[src/rtl/alu_mul_seq.sv]
// Shift-and-add 8x8 unsigned multiply sequencer that borrows the shared ALU via req/gnt.
// Optional macro ALU_MUL_SEQ_SKIP_ZERO_EN: zero operands finish immediately without using the ALU.
module alu_mul_seq #(
  parameter int OPW = 8
) (
  input  logic             clk,
  input  logic             rst,
  input  logic             start,
  input  logic [OPW-1:0]   mcand,
  input  logic [OPW-1:0]   mplier,
  output logic             busy,
  output logic             done,
  output logic [2*OPW-1:0] product,
  output logic             alu_req,
  input  logic             alu_gnt,
  output logic [3:0]       alu_op,
  output logic             alu_s3,
  output logic             alu_s4,
  output logic             alu_cin,
  output logic [OPW-1:0]   alu_r0,
  output logic [OPW-1:0]   alu_rn,
  output logic [OPW-1:0]   alu_or2,
  input  logic [OPW-1:0]   alu_out,
  input  logic [3:0]       alu_flags,
  output logic [2:0]       dbg_state
);

  typedef enum logic [2:0] {
    S_IDLE = 3'd0,
    S_ADD  = 3'd1,
    S_SHA  = 3'd2,
    S_SHQ  = 3'd3,
    S_DONE = 3'd4
  } state_t;

  localparam logic [3:0] OP_ZERO   = 4'h0;
  localparam logic [3:0] OP_A      = 4'h1;
  localparam logic [3:0] OP_SRC_A  = 4'h7;
  localparam logic [3:0] OP_ADD_AB = 4'h8;

  state_t         state_q, state_d;
  logic [OPW-1:0] acc_q, acc_d;
  logic [OPW-1:0] mq_q, mq_d;
  logic [OPW-1:0] mc_q, mc_d;
  logic           c_q, c_d;
  logic           lb_q, lb_d;
  logic [2:0]     cnt_q, cnt_d;

  logic unused_flags;
  assign unused_flags = ^{alu_flags[3:2], alu_flags[0]};

  always_ff @(posedge clk) begin
    if (rst) begin
      state_q <= S_IDLE;
      acc_q   <= '0;
      mq_q    <= '0;
      mc_q    <= '0;
      c_q     <= 1'b0;
      lb_q    <= 1'b0;
      cnt_q   <= 3'd0;
    end else begin
      state_q <= state_d;
      acc_q   <= acc_d;
      mq_q    <= mq_d;
      mc_q    <= mc_d;
      c_q     <= c_d;
      lb_q    <= lb_d;
      cnt_q   <= cnt_d;
    end
  end

  always_comb begin
    state_d = state_q;
    acc_d   = acc_q;
    mq_d    = mq_q;
    mc_d    = mc_q;
    c_d     = c_q;
    lb_d    = lb_q;
    cnt_d   = cnt_q;
    busy    = 1'b0;
    done    = 1'b0;
    alu_op  = OP_ZERO;
    alu_s3  = 1'b0;
    alu_s4  = 1'b0;
    alu_cin = 1'b0;
    unique case (state_q)
      S_IDLE: begin
        if (start) begin
          acc_d   = '0;
          mq_d    = mplier;
          mc_d    = mcand;
          cnt_d   = 3'd0;
          c_d     = 1'b0;
          lb_d    = 1'b0;
          state_d = S_ADD;
`ifdef ALU_MUL_SEQ_SKIP_ZERO_EN
          if (mcand == '0 || mplier == '0) begin
            mq_d    = '0;
            state_d = S_DONE;
          end
`endif
        end
      end
      S_ADD: begin
        busy   = 1'b1;
        alu_s4 = 1'b1;
        alu_op = mq_q[0] ? OP_ADD_AB : OP_A;
        if (alu_gnt) begin
          acc_d   = alu_out;
          c_d     = alu_flags[1];
          state_d = S_SHA;
        end
      end
      S_SHA: begin
        // Rotate {c,acc} right: carry enters acc[7], acc[0] falls out into lb.
        busy    = 1'b1;
        alu_op  = OP_SRC_A;
        alu_cin = c_q;
        if (alu_gnt) begin
          acc_d   = alu_out;
          lb_d    = alu_flags[1];
          state_d = S_SHQ;
        end
      end
      S_SHQ: begin
        busy    = 1'b1;
        alu_op  = OP_SRC_A;
        alu_s3  = 1'b1;
        alu_cin = lb_q;
        if (alu_gnt) begin
          mq_d    = alu_out;
          cnt_d   = cnt_q + 3'd1;
          state_d = (cnt_q == 3'd7) ? S_DONE : S_ADD;
        end
      end
      S_DONE: begin
        done    = 1'b1;
        state_d = S_IDLE;
      end
      default: state_d = S_IDLE;
    endcase
  end

  assign alu_req   = busy;
  assign alu_r0    = acc_q;
  assign alu_rn    = mq_q;
  assign alu_or2   = mc_q;
  assign product   = {acc_q, mq_q};
  assign dbg_state = state_q;

endmodule

[config.mk]
export PLATFORM = sky130hd
export DESIGN_NAME = alu_mul_seq
export DESIGN_NICKNAME = d
export VERILOG_FILES = /design/src/rtl/alu_mul_seq.sv
export SDC_FILE = /design/constraint.sdc
export NUM_CORES = 1
export LEC_CHECK = 0
export CORE_UTILIZATION = 43
export CTS_CLUSTER_DIAMETER = 100
export CTS_CLUSTER_SIZE = 16
export DETAILED_ROUTE_END_ITERATION = 10
export PLACE_DENSITY = 0.86
export SLEW_MARGIN = 25
export SYNTH_ARGS = -nofsm -noshare
export SYNTH_HDL_FRONTEND = slang
export SYNTH_SLANG_ARGS = --single-unit
[constraint.sdc]
create_clock -name clk -period 3.8 [get_ports clk]
set_input_delay 0.76 -clock clk [delete_from_list [all_inputs] [get_ports clk]]
set_output_delay 0.76 -clock clk [all_outputs]
set_load 0.01 [all_outputs]
# --- Word-level counts from Yosys, hierarchy flattened ---
# Index checks and enable logic that the tools add are counted.
totals:
  word_cells: 57
  register_bits: 32
  inputBits: 32
op_classes:
  mux: 25
  n_addsub: 1
  n_reduce_logical: 14
  eq_ne: 10
ops:
  columns: ["cell", "count"]
  rows:
  - ["8-bit case mux with 2 select lines", 2]
  - ["8-bit 2-to-1 mux", 3]
  - ["3-bit 2-to-1 mux", 7]
  - ["3-bit case mux with 4 select lines", 1]
  - ["3-bit AND reduction", 4]
  - ["2-bit != test, second input constant", 4]
  - ["4-bit case mux with 2 select lines", 1]
  - ["2-bit nonzero test", 4]
  - ["3-bit by 2-bit equality test with 1-bit output, second input constant", 2]
  - ["3-bit equality test, second input constant", 2]
  - ["1-bit 2-to-1 mux", 6]
  - ["1-bit case mux with 2 select lines", 3]
  - ["3-bit case mux with 2 select lines", 1]
  - ["4-bit 2-to-1 mux", 1]
  - ["4-bit AND reduction", 1]
  - ["2-bit OR reduction", 2]
  - ["3-bit by 1-bit adder with 3-bit output, second input constant", 1]
  - ["3-bit by 1-bit equality test with 1-bit output, second input constant", 1]
  - ["3-bit logical NOT", 1]
  - ["3-bit OR reduction", 1]
  - ["2-bit by 1-bit != test with 1-bit output, second input constant", 1]
  - ["2-bit AND reduction", 1]

# --- Depth between registers and ports, before layout ---
logic_depth:
  ltp_word: 4
  depth_mapped: 5
  ltp_nobuf: 4

# --- Worst setup path before layout ---
# OpenSTA, ideal clock, no wires.
synth_timing:
  path_type: "register -> output"
  startpoint: "register state_q[1], in the netlist dbg_state[1]"
  endpoint: "output alu_cin"
  slack_ps: 1814
  n_path_buf: 1
  stages_incl_launch_ff: 4
  required_ps: 3040
  arrival_ps: 1226
  cell_sequence: "dfxtp_1 buf_4 nor2b_1 nor2b_1"
synth_via:
  elab_chain_cells: 2
  elab_cells_between_ends: 3
  cone_classes: "2 x eq/ne; 1 x mux"
synth_lines:
  columns: ["element", "line", "rtl"]
  rows:
  - ["start: declaration", "41", "state_t state_q, state_d;"]
  - ["start signal: assignment", "62", "state_q <= state_d;"]
  - ["3-bit by 2-bit equality test with 1-bit output", "86", "unique case (state_q)"]
  - ["1-bit case mux with 2 select lines *", "86", null]
  - ["end: declaration", "19", "output logic alu_cin,"]
# Mark *: on every way between the ends. The rest lies on a longest branch, timed or not.

# --- Worst setup path after layout ---
layout_timing:
  startpoint: "register state_q[1], in the netlist dbg_state[1]"
  endpoint: "output alu_s3"
layout_via:
  elab_chain_cells: 2
layout_lines:
  columns: ["element", "line", "rtl"]
  rows:
  - ["3-bit by 2-bit equality test with 1-bit output", "86", null]
  - ["1-bit 2-to-1 mux", "86", null]
  - ["end: declaration", "17", "output logic alu_s3,"]
# Every way passes these cells.

==> report_table.html <==
<table>
<tr><th>Metric</th><th>Value</th></tr>
<tr><th colspan="2">Status</th></tr>
<tr><td>Outcome</td><td>complete, no violations</td></tr>
<tr><th colspan="2">Cells and area</th></tr>
<tr><td>Layout cell share with drive strength beyond 1</td><td>under 10%</td></tr>
<tr><td>Cell Count, Final, Fillers Out</td><td>about 290</td></tr>
<tr><td>Combined flip-flop and latch cell area</td><td>640.6 um2</td></tr>
<tr><td>Post-layout nets</td><td>274</td></tr>
<tr><td>Footprint of the multi-input gates</td><td>797.0 um2</td></tr>
<tr><td>Commonest non-fill, non-tap cells in the layout</td><td>sky130_fd_sc_hd__clkdlybuf4s50_1 (81), sky130_fd_sc_hd__dfxtp_1 (32), sky130_fd_sc_hd__nand2_1 (20), sky130_fd_sc_hd__mux2i_1 (17), sky130_fd_sc_hd__a21oi_1 (14)</td></tr>
<tr><td>Most common library cell in the layout ignoring fill and taps</td><td>sky130_fd_sc_hd__clkdlybuf4s50_1</td></tr>
<tr><td>Ant. Diodes</td><td>0</td></tr>
<tr><td>Relative area change from synthesis to final layout</td><td>46.26%</td></tr>
<tr><td>Fraction of the core area covered by cells at the end of the flow</td><td>~66%</td></tr>
<tr><td>Number of filler instances in the final layout</td><td>roughly 330</td></tr>
<tr><th colspan="2">Synth</th></tr>
<tr><td>Area of the mapped netlist</td><td>1658 um2</td></tr>
<tr><td>Mapped Nets</td><td>around 210</td></tr>
<tr><td>Count of mapped cells out of synthesis</td><td>179</td></tr>
<tr><td>Yosys warning count</td><td>0</td></tr>
<tr><td>FF+latch count, synth</td><td>32</td></tr>
<tr><td>Portion of the post-synthesis area used by sequential elements</td><td>38.64%</td></tr>
<tr><td>Number of enable-type register cells in the synthesized netlist</td><td>0</td></tr>
<tr><td>Count of distinct cell types in the synthesized netlist</td><td>32</td></tr>
<tr><td>Average size of a mapped cell</td><td>9.262 um2</td></tr>
<tr><td>Leading register cell type out of synthesis</td><td>sky130_fd_sc_hd__dfxtp_1</td></tr>
<tr><td>Synth async-reset ratio</td><td>0%</td></tr>
<tr><th colspan="2">Die</th></tr>
<tr><td>Number of primary I/O pins</td><td>85</td></tr>
<tr><td>Area inside the core boundary</td><td>3689 um2</td></tr>
<tr><td>Horizontal die dimension</td><td>about 64 um</td></tr>
<tr><td>Initial core utilization</td><td>between 40% and 50%</td></tr>
<tr><td>Die outline height</td><td>between 60 and 70 um</td></tr>
<tr><td>Floorplan row count</td><td>22</td></tr>
<tr><td>Die Footprint</td><td>roughly 4000 um2</td></tr>
<tr><th colspan="2">Power</th></tr>
<tr><td>Int Pwr</td><td>655.4 uW</td></tr>
<tr><td>Fraction of power consumed by combinational cells</td><td>28.2%</td></tr>
<tr><td>IR drop worst, VDD</td><td>284.8 uV</td></tr>
<tr><td>Static power due to leakage</td><td>0.9442 nW</td></tr>
<tr><td>Tot Pwr</td><td>905.2 uW</td></tr>
<tr><td>Portion of total power attributed to sequential cells</td><td>42.6%</td></tr>
<tr><td>PwrDens</td><td>373.3 nW/um2</td></tr>
<tr><td>Part of the total power dissipated in the clock network</td><td>29.2%</td></tr>
<tr><td>Switching pwr</td><td>249.7 uW</td></tr>
<tr><td>Fraction of power spent switching nets</td><td>27.59%</td></tr>
<tr><th colspan="2">STA</th></tr>
<tr><td>Post-route worst setup slack</td><td>0.7914 ns</td></tr>
<tr><td>Hold Vio Cnt, Final</td><td>0</td></tr>
<tr><td>Slew of the pin with the lowest slew margin</td><td>0.6714 ns</td></tr>
<tr><td>Final Slew Violations</td><td>0</td></tr>
<tr><td>Min Clock Period, post-route</td><td>3.009 ns</td></tr>
<tr><td>Final clock period utilization by the worst path</td><td>between 70% and 80%</td></tr>
<tr><td>Setup Skew</td><td>0.004200 ns</td></tr>
<tr><td>Fin Setup TNS</td><td>0 ns</td></tr>
<tr><td>Setup violations, final</td><td>0</td></tr>
<tr><td>RSZ-0062 raised after global routing</td><td>false</td></tr>
<tr><td>Max frequency</td><td>332.4 MHz</td></tr>
<tr><td>Worst max-slew margin expressed relative to the limit</td><td>55.09%</td></tr>
<tr><th colspan="2">Detailed routing</th></tr>
<tr><td>Via count of the routed design</td><td>~1,500</td></tr>
<tr><td>Routed Antenna Nets</td><td>0</td></tr>
<tr><td>Vias/cell</td><td>around 5.1</td></tr>
<tr><td>Length of the first detailed-routing pass in iterations</td><td>4</td></tr>
<tr><td>Post-detailed-route wirelength per cell</td><td>13.10 um</td></tr>
<tr><td>Initial DRC Count</td><td>90</td></tr>
<tr><td>Total detailed-routing wirelength</td><td>3.786 mm</td></tr>
<tr><td>Residual DRC count</td><td>0</td></tr>
<tr><th colspan="2">Critical path</th></tr>
<tr><td>CP Data Required Time</td><td>3.04 ns</td></tr>
<tr><td>CP Class</td><td>register to primary output</td></tr>
<tr><td>CP Capture Type</td><td>primary output</td></tr>
<tr><td>Arrival time of the worst setup path</td><td>2.25 ns</td></tr>
<tr><td>Maximum fanout count along the critical path</td><td>16</td></tr>
<tr><td>Cell depth of the worst flop-to-flop path</td><td>4</td></tr>
<tr><td>Startpoint kind of the worst setup timing path</td><td>register</td></tr>
<tr><th colspan="2">Placed design</th></tr>
<tr><td>Buffers added on ports</td><td>81</td></tr>
<tr><td>Placer Congestion</td><td>0.7053</td></tr>
<tr><td>Count of placed standard cells including taps</td><td>280</td></tr>
<tr><td>Worst slack, placed</td><td>1.101 ns</td></tr>
<tr><td>Placed wire-length estimate</td><td>2.600 mm</td></tr>
<tr><th colspan="2">Clock network</th></tr>
<tr><td>Number of post-CTS setup repair buffers</td><td>0</td></tr>
<tr><td>Clock net sink count</td><td>32</td></tr>
<tr><td>Total of hold buffers inserted after clock tree synthesis</td><td>0</td></tr>
<tr><td>Clock network latency to the later pin of the worst-skew pair</td><td>0.28 ns</td></tr>
<tr><td>Clk slew on worst S/H paths</td><td>0.06 ns</td></tr>
<tr><td>TritonCTS clock tree</td><td>yes</td></tr>
<tr><td>Number of resized instances in the post-cts repair step</td><td>0</td></tr>
<tr><td>Maximum number of buffers from clock root to sink</td><td>2</td></tr>
<tr><td>Number of buffers created by CTS</td><td>5</td></tr>
<tr><td>Clock tree root driver cell</td><td>sky130_fd_sc_hd__clkbuf_8</td></tr>
<tr><td>H-tree lvl count</td><td>2</td></tr>
<tr><th colspan="2">GRT</th></tr>
<tr><td>Vias in the first global route</td><td>1,367</td></tr>
<tr><td>Total global-route track usage</td><td>20.18%</td></tr>
<tr><td>Initial antenna violation count</td><td>0</td></tr>
<tr><td>Maximum number of pins on one net before global-route repair</td><td>32</td></tr>
<tr><td>First-pass GRT wire length</td><td>6.313 mm</td></tr>
<tr><td>Aggregate global routing overflow</td><td>0</td></tr>
<tr><th colspan="2">Run</th></tr>
<tr><td>Max-cap violations</td><td>0</td></tr>
<tr><th colspan="2">Worst hold path</th></tr>
<tr><td>Hold depth</td><td>2</td></tr>
<tr><td>Hold WC Path Type</td><td>register to register</td></tr>
</table>
## cells in the mapped netlist, types with 3 or more instances
cell                       number  share of area (%)
sky130_fd_sc_hd__dfxtp_1       32                 39
sky130_fd_sc_hd__buf_4         21                9.5
sky130_fd_sc_hd__a211oi_1       6                2.7
sky130_fd_sc_hd__nand2_1       20                4.5
sky130_fd_sc_hd__nor3_1         9                2.7
sky130_fd_sc_hd__buf_6          3                2.0
sky130_fd_sc_hd__mux2i_1       17                 10
sky130_fd_sc_hd__nor2b_1        3                1.1
sky130_fd_sc_hd__nor2_1         4               0.91
sky130_fd_sc_hd__nand2b_1       9                3.4
sky130_fd_sc_hd__nand3_1       12                3.6
sky130_fd_sc_hd__a21oi_1       14                4.2
sky130_fd_sc_hd__clkbuf_1       3               0.68
## kinds of logic (layout without fill, tap and decap cells)
group	Yosys count	count (layout)	share of synthesized area (%)
buf+inv	31	93	13.28
xor+xnor	2	2	1.057
compound gates	25	25	10.87
simple gates	69	69	23.70
flops	32	32	38.64
fa+ha+maj	2	2	1.509
mux	18	18	10.94
## metal layers
| layer | part of all wire [%] | global-route usage [%] | up-vias |
|---|---|---|---|
| li1 | - | - | 728 |
| met1 | 43 | 23.37 | 672 |
| met2 | 49 | 34.84 | 54 |
| met3 | 6.4 | 5.893 | 6 |
| met4 | 1.4 | 7.778 | 0 |
| met5 | 0 | 0 | - |
## through the flow
step	hold slack, ns	cell area [um2]
floorplan	0.4516	1658
global placement	0.4409	2323
detailed placement	0.4481	2323
CTS	0.4556	2414
global route	0.4870	2425
finish	0.4531	2425
## final cells by class
class,instances,area share (%)
clock buffers,8,3.715
repair buffers,83,34.21
multi-input cells,116,32.87
inverters,2,0.3096
flip-flops and latches,32,26.42
well taps,48,2.477
## power by group through the flow
stage / Combinational (mW) / Sequential, mW / Clock (mW)
after global routing: 0.274 / 0.391 / 0.287
after floorplan: 0.139 / 0.396 / 0
after CTS: 0.255 / 0.386 / 0.270
final: 0.255 / 0.386 / 0.264
after global placement: 0.250 / 0.392 / 0
after detailed placement: 0.253 / 0.393 / 0
## flip-flops by register name, summed over array words and instances (netlist names)
register   cells
lb_q           1
alu_r0         8
cnt_q          3
alu_or2        8
dbg_state      3
alu_rn         8
c_q            1
## final timing paths
check                           slack (ns)          from          to
worst max-delay path                  0.79  dbg_state[1]      alu_s3
worst min-delay path                  0.45    alu_or2[3]  alu_or2[3]
worst max register to register        1.82  dbg_state[1]   alu_r0[6]
worst min register to register        0.45    alu_or2[3]  alu_or2[3]
## worst max-delay path, stage by stage (launching register included)
cell and delay [ns]:
sky130_fd_sc_hd__dfxtp_1 0.69, sky130_fd_sc_hd__nand3b_1 0.57, sky130_fd_sc_hd__inv_1 0.15, sky130_fd_sc_hd__clkdlybuf4s50_1 0.55
Power figures use the tool's default switching activity.
